[config.mk]
export PLATFORM = sky130hd
export DESIGN_NAME = seq_mult_collector_flat
export DESIGN_NICKNAME = d
export VERILOG_FILES = /design/src/rtl/seq_mult_collector_if.sv /design/src/rtl/seq_mult_collector.sv /design/src/flat_wrapper.sv
export SDC_FILE = /design/constraint.sdc
export NUM_CORES = 1
export LEC_CHECK = 0
export ABC_AREA = 1
export CAP_MARGIN = 20
export CELL_PAD_IN_SITES_DETAIL_PLACEMENT = 0
export CELL_PAD_IN_SITES_GLOBAL_PLACEMENT = 1
export CORE_UTILIZATION = 41
export DETAILED_ROUTE_END_ITERATION = 8
export GPL_TIMING_DRIVEN = 0
export PLACE_DENSITY = 0.79
export RECOVER_POWER = 50
export SLEW_MARGIN = 20
export SYNTH_ARGS = -nofsm -noshare
export SYNTH_HDL_FRONTEND = slang
export SYNTH_SLANG_ARGS = --single-unit
[constraint.sdc]
create_clock -name clk -period 3.05 [get_ports clk]
set_input_delay 0.305 -clock clk [delete_from_list [all_inputs] [get_ports clk]]
set_output_delay 0.305 -clock clk [all_outputs]
set_load 0.01 [all_outputs]
[src/rtl/seq_mult_collector_if.sv]
// Digit-in / product-out bundle between the bit-serial multiplier, the collector and its consumer.
// Handshake: out_data moves on a cycle with out_valid && out_ready; in_valid has no backpressure.
interface seq_mult_collector_if #(
    parameter int P         = 2,
    parameter int MAX_WIDTH = 16
);
    localparam int BSW = $clog2(MAX_WIDTH / P) + 1;

    logic                   start;
    logic [BSW-1:0]         bit_size;
    logic                   is_signed;
    logic [P-1:0]           in_digit;
    logic                   in_valid;
    logic                   in_last;
    logic [2*MAX_WIDTH-1:0] out_data;
    logic                   out_valid;
    logic                   out_ready;
    logic                   err_overrun;
    logic                   err_len;
    logic                   err_clr;

    modport master (
        output start, bit_size, is_signed, in_digit, in_valid, in_last, out_ready, err_clr,
        input  out_data, out_valid, err_overrun, err_len
    );

    modport slave (
        input  start, bit_size, is_signed, in_digit, in_valid, in_last, out_ready, err_clr,
        output out_data, out_valid, err_overrun, err_len
    );
endinterface

[src/rtl/seq_mult_collector.sv]
// Assembles LSB-first product digits into a 2*MAX_WIDTH-bit word, extends it and holds it
// on a valid/ready output; overrun and length faults raise sticky error flags instead of stalling.
module seq_mult_collector #(
    parameter int P         = 2,
    parameter int MAX_WIDTH = 16
) (
    input  logic                  clk,
    input  logic                  rst,
    seq_mult_collector_if.slave   bus,
    output logic [1:0]            dbg_state
);
    localparam int W   = 2 * MAX_WIDTH;
    localparam int ND  = W / P;
    localparam int NB  = MAX_WIDTH / P;
    localparam int BSW = $clog2(NB) + 1;
    localparam int CW  = $clog2(ND) + 1;

    typedef enum logic [1:0] {
        IDLE    = 2'd0,
        COLLECT = 2'd1,
        DRAIN   = 2'd2
    } state_t;

    state_t         state;
    logic [CW-1:0]  count;
    logic [W-1:0]   asm_q;
    logic [BSW-1:0] bs_q;
    logic           sg_q;

    logic [CW-1:0]  count_inc;
    logic [CW-1:0]  exp_cnt;
    logic [W-1:0]   asm_wr;
    logic [W-1:0]   ext_word;
    logic           sign_bit;
    logic           do_write;
    logic           do_complete;
    logic           do_len_err;
    logic           ovr_set;

    assign dbg_state = state;

    always_comb begin
        count_inc = count + CW'(1);
        exp_cnt   = CW'({bs_q, 1'b0});

        // Assembly word as it looks with this cycle's digit already merged in.
        asm_wr = asm_q;
        for (int i = 0; i < ND; i++) begin
            if (count == CW'(i)) asm_wr[i*P +: P] = bus.in_digit;
        end

        sign_bit = 1'b0;
        for (int i = 1; i <= NB; i++) begin
            if (bs_q == BSW'(i)) sign_bit = asm_wr[2*i*P-1];
        end

        ext_word = '0;
        for (int b = 0; b < W; b++) begin
            ext_word[b] = (b < int'(bs_q) * 2 * P) ? asm_wr[b] : (sg_q & sign_bit);
        end

        do_write    = (state == COLLECT) && bus.in_valid && !bus.start;
        do_complete = do_write && bus.in_last && (count_inc == exp_cnt);
        do_len_err  = do_write && (bus.in_last ? (count_inc != exp_cnt) : (count_inc == exp_cnt));
        ovr_set     = do_complete && bus.out_valid && !bus.out_ready;
    end

    always_ff @(posedge clk or posedge rst) begin
        if (rst) begin
            state           <= IDLE;
            count           <= '0;
            asm_q           <= '0;
            bs_q            <= '0;
            sg_q            <= 1'b0;
            bus.out_data    <= '0;
            bus.out_valid   <= 1'b0;
            bus.err_overrun <= 1'b0;
            bus.err_len     <= 1'b0;
        end else begin
            // start overrides everything on the input side, including a same-cycle digit.
            if (bus.start) begin
                state <= COLLECT;
                bs_q  <= bus.bit_size;
                sg_q  <= bus.is_signed;
                count <= '0;
                asm_q <= '0;
            end else if (state == COLLECT) begin
                if (do_complete) begin
                    state <= IDLE;
                end else if (do_len_err) begin
                    state <= DRAIN;
                end else if (do_write) begin
                    asm_q <= asm_wr;
                    count <= count_inc;
                end
            end

            if (do_complete && (!bus.out_valid || bus.out_ready)) begin
                bus.out_data  <= ext_word;
                bus.out_valid <= 1'b1;
            end else if (bus.out_valid && bus.out_ready) begin
                bus.out_valid <= 1'b0;
            end

            bus.err_overrun <= bus.err_clr ? 1'b0 : (bus.err_overrun | ovr_set);
            bus.err_len     <= bus.err_clr ? 1'b0 : (bus.err_len | do_len_err);
        end
    end
endmodule
[src/flat_wrapper.sv]
// flat-port wrapper written by rule: the top's interface ports become plain ports
module seq_mult_collector_flat 
#(
    parameter int P         = 2,
    parameter int MAX_WIDTH = 16
)
  (clk, rst, dbg_state, bus_start, bus_bit_size, bus_is_signed, bus_in_digit, bus_in_valid, bus_in_last, bus_out_ready, bus_err_clr, bus_out_data, bus_out_valid, bus_err_overrun, bus_err_len);
  seq_mult_collector_if #(.P(P), .MAX_WIDTH(MAX_WIDTH)) bus_i ();
  input  logic clk;
  input  logic rst;
  output logic [1:0] dbg_state;
  input wire logic [$bits(bus_i.start)-1:0] bus_start;
  input wire logic [$bits(bus_i.bit_size)-1:0] bus_bit_size;
  input wire logic [$bits(bus_i.is_signed)-1:0] bus_is_signed;
  input wire logic [$bits(bus_i.in_digit)-1:0] bus_in_digit;
  input wire logic [$bits(bus_i.in_valid)-1:0] bus_in_valid;
  input wire logic [$bits(bus_i.in_last)-1:0] bus_in_last;
  input wire logic [$bits(bus_i.out_ready)-1:0] bus_out_ready;
  input wire logic [$bits(bus_i.err_clr)-1:0] bus_err_clr;
  output wire logic [$bits(bus_i.out_data)-1:0] bus_out_data;
  output wire logic [$bits(bus_i.out_valid)-1:0] bus_out_valid;
  output wire logic [$bits(bus_i.err_overrun)-1:0] bus_err_overrun;
  output wire logic [$bits(bus_i.err_len)-1:0] bus_err_len;
  assign bus_i.start = bus_start;
  assign bus_i.bit_size = bus_bit_size;
  assign bus_i.is_signed = bus_is_signed;
  assign bus_i.in_digit = bus_in_digit;
  assign bus_i.in_valid = bus_in_valid;
  assign bus_i.in_last = bus_in_last;
  assign bus_i.out_ready = bus_out_ready;
  assign bus_i.err_clr = bus_err_clr;
  assign bus_out_data = bus_i.out_data;
  assign bus_out_valid = bus_i.out_valid;
  assign bus_err_overrun = bus_i.err_overrun;
  assign bus_err_len = bus_i.err_len;
  seq_mult_collector #(.P(P), .MAX_WIDTH(MAX_WIDTH)) u_core (.clk(clk), .rst(rst), .bus(bus_i), .dbg_state(dbg_state));
endmodule
==> results of run 1 <==
logic make-up (layout without fill, tap and decap cells):
family	count (synthesis)	count (layout)	share of synthesized area
simple gates	221	221	0.230
xor+xnor	4	4	0.0108
buf+inv	81	148	0.0836
flops	79	79	0.502
fa+ha+maj	5	5	0.0159
compound gates	114	114	0.157
sequential cells by signal, summed over array words and instances (netlist names), 2 cells and up:
| signal | flops |
|---|---|
| u_core.asm_q | 32 |
| u_core.dbg_state | 2 |
| u_core.bus.out_data | 32 |
| u_core.count | 5 |
| u_core.bs_q | 4 |
layer usage:
metal  routed length, microns  share of wire  global-route usage  vias up
li1                         -              -                   -     1768
met1                     5020           0.49               0.297     1677
met2                     4630           0.46               0.363       89
met3                      400          0.039              0.0355       11
met4                      108          0.011              0.0679        0
met5                        0              0                   0        -
worst min path at each step:
| stage | start | cells past startpoint | endpoint |
|---|---|---|---|
| floorplan | bus_err_clr | 1 | u_core.bus.err_len |
| global placement | u_core.bus.out_data[0] | 2 | u_core.bus.out_data[0] |
| detailed placement | u_core.bus.out_data[0] | 2 | u_core.bus.out_data[0] |
| CTS | rst | 2 | u_core.bus.out_data[29] |
| global route | u_core.bus.out_data[2] | 2 | u_core.bus.out_data[2] |
| finish | u_core.bus.out_data[0] | 2 | u_core.bus.out_data[0] |
critical path, cell delays in order, from the launching register on:
cell and delay, ps:
dfrtp_1 420, inv_1 120, ha_1 150, inv_1 40, nor2_1 450, nand2_1 210, o21ai_1 300, o21ai_0 120
inv_1 70, nand3_1 110, nand2_2 230, nand3_1 220, a21oi_1 190
cell usage in the layout (no fill, tap or decap), drive strengths merged, types with 5 or more instances in the layout:
| cell type | n |
|---|---|
| o21ai | 44 |
| dfrtp | 79 |
| a21oi | 38 |
| nor2 | 97 |
| clkdlybuf4s50 | 35 |
| dlygate4sd3 | 15 |
| nand3 | 27 |
| inv | 65 |
| buf | 9 |
| nand2 | 91 |
| o22ai | 28 |
| clkbuf | 18 |
| ha | 5 |
power groups by stage:
stage	Clock [W]	Combinational, W	Sequential (W)
2_1_floorplan	0	0.000150	0.00116
3_3_place_gp	0	0.000319	0.00114
3_5_place_dp	0	0.000325	0.00114
4_1_cts	0.000925	0.000326	0.00112
5_1_grt	0.000971	0.000352	0.00112
6_report	0.000898	0.000318	0.00112
layout make-up:
cell class,instances,share of cell area
buffer,16,0.0175
clock buffer,10,0.0283
clock inverter,6,0.0191
inverter,65,0.0505
multi-input combinational,344,0.335
sequential,79,0.407
tap,129,0.0332
timing repair buffer,51,0.109
metrics by stage:
stage	TNS (ps)	setup WS (ps)	area, sq um
2_1_floorplan	0	722	3940
5_1_grt	0	135	4860
3_3_place_gp	-53160	-678	4600
3_5_place_dp	0	320	4630
4_1_cts	0	382	4860
6_report	0	351	4860
==> flow_summary.json, run 1 <==
{
  "period_share": 0.885,
  "routed_via_density": 5.06,
  "violations": "max-capacitance violations, max-slew violations",
  "clockBufferDepth": 2,
  "wl_per_cell_microns": 14.5,
  "whs_ps": 482,
  "row_count": 35,
  "path_class": "reg2reg",
  "clkPwrFrac": 0.385,
  "placed_cells": 684,
  "drt_iter0_markers": 195,
  "post_cts_buffers": 0,
  "multiInputGateArea_sq_um": 1630,
  "p_comb_frac": 0.136,
  "stdcell_count": 700,
  "cts_tree": "yes",
  "syn_inst": 504,
  "intPower_w": 0.00170,
  "cellLeakagePower_nw": 2.41,
  "synth_nets": 523,
  "clock_latency_ps": 360,
  "utilization": 0.523,
  "dpl.hpwl_microns": 7170,
  "diodes": 0,
  "synth_seq_cells": 79,
  "final-hold-violation-count": 0,
  "p_switching_w": 0.000629,
  "cts.sinks": 79,
  "routed_wl_microns": 10200,
  "ant_nets": 0,
  "power_density_nw_per_um2": 481,
  "fmax_ghz": 0.371,
  "grt_pass1_vias": 3389,
  "required_ps": 3330,
  "clkTransAtPathRegs_ps": 80,
  "first_pass_iters": 5,
  "layout_min_cycle_time_ps": 2700,
  "ir_worst_vdd_v": 0.000201,
  "vias": 3545,
  "cts_hold_buf": 0,
  "nFillCells": 978,
  "die_y_microns": 100,
  "synthFlopType": "dfrtp_1",
  "top_level_ports": 51,
  "antenna_found_initial": 0,
  "area_growth_pct": 23.4,
  "area.sequential_sq_um": 1980,
  "cts_root_buf": "clkbuf_8",
  "max_cap_viol_count": 1,
  "seqPwrFrac": 0.479,
  "cp-startpoint": "u_core.count[1]",
  "yosysSeqAreaShare": 0.502,
  "netSwitchingFraction": 0.269,
  "grt_max_degree": 46,
  "setup_viol": 0,
  "reg2reg_to": "u_core.bus.out_data[6]",
  "rrSetupSlack_ps": 350,
  "cts_buffers": 9,
  "reg2reg_from": "u_core.count[1]",
  "synth_most_common_cell": "nor2_1",
  "synth.distinct_cells": 27,
  "relSlewSlack": -0.101,
  "async_flop_share": 1.00,
  "coreArea_sq_um": 9280,
  "grt_pass1_wl_microns": 16700,
  "globalplace.congestion": 0.854,
  "fin_skew_ps": 8.38,
  "htree_num_levels": 3,
  "worst_slew_pin_slew_ps": 1640,
  "drcViolationCount": 0,
  "die_w_microns": 100,
  "die_area_sq_um": 9990,
  "crit_end": "u_core.bus.out_data[6]",
  "rsz0062_at_grt": "no",
  "synth_commonest_cells": "nor2_1, nand2_1, dfrtp_1, inv_1, o21ai_0",
  "yosys.area.top_type": "dfrtp_1",
  "cp_max_fo": 7,
  "cts_resized": 0,
  "synth-edff-count": 0,
  "syn_avg_cell_area_sq_um": 7.81,
  "ff2ff_path_depth": 12,
  "ys_warn_count": 0,
  "drive_above_1_share": 0.0578,
  "drv_slew": 35,
  "layout.nets": 585,
  "critPathCaptureType": "flop",
  "track_usage": 0.220,
  "grt_overflow": 0,
  "startpoint_type": "flop",
  "arrival_ps": 2980,
  "io_buffers": 50,
  "start_util": 0.424,
  "power_w": 0.00233,
  "synth_area_leaders": "dfrtp_1, nor2_1, nand2_1, inv_1, o21ai_0",
  "status": "finished, violations left",
  "hold_class": "reg2reg",
  "synth_area_sq_um": 3940,
  "yosysTopAreaCellShare": 0.502
}
Power figures use the tool's default switching activity.
==> run 2, diff against run 1 <==
- SETUP_SLACK_MARGIN: not set -> 0.02
==> results of run 2 <==
The final DEF is identical to that of run 1; final timing and power are the same.
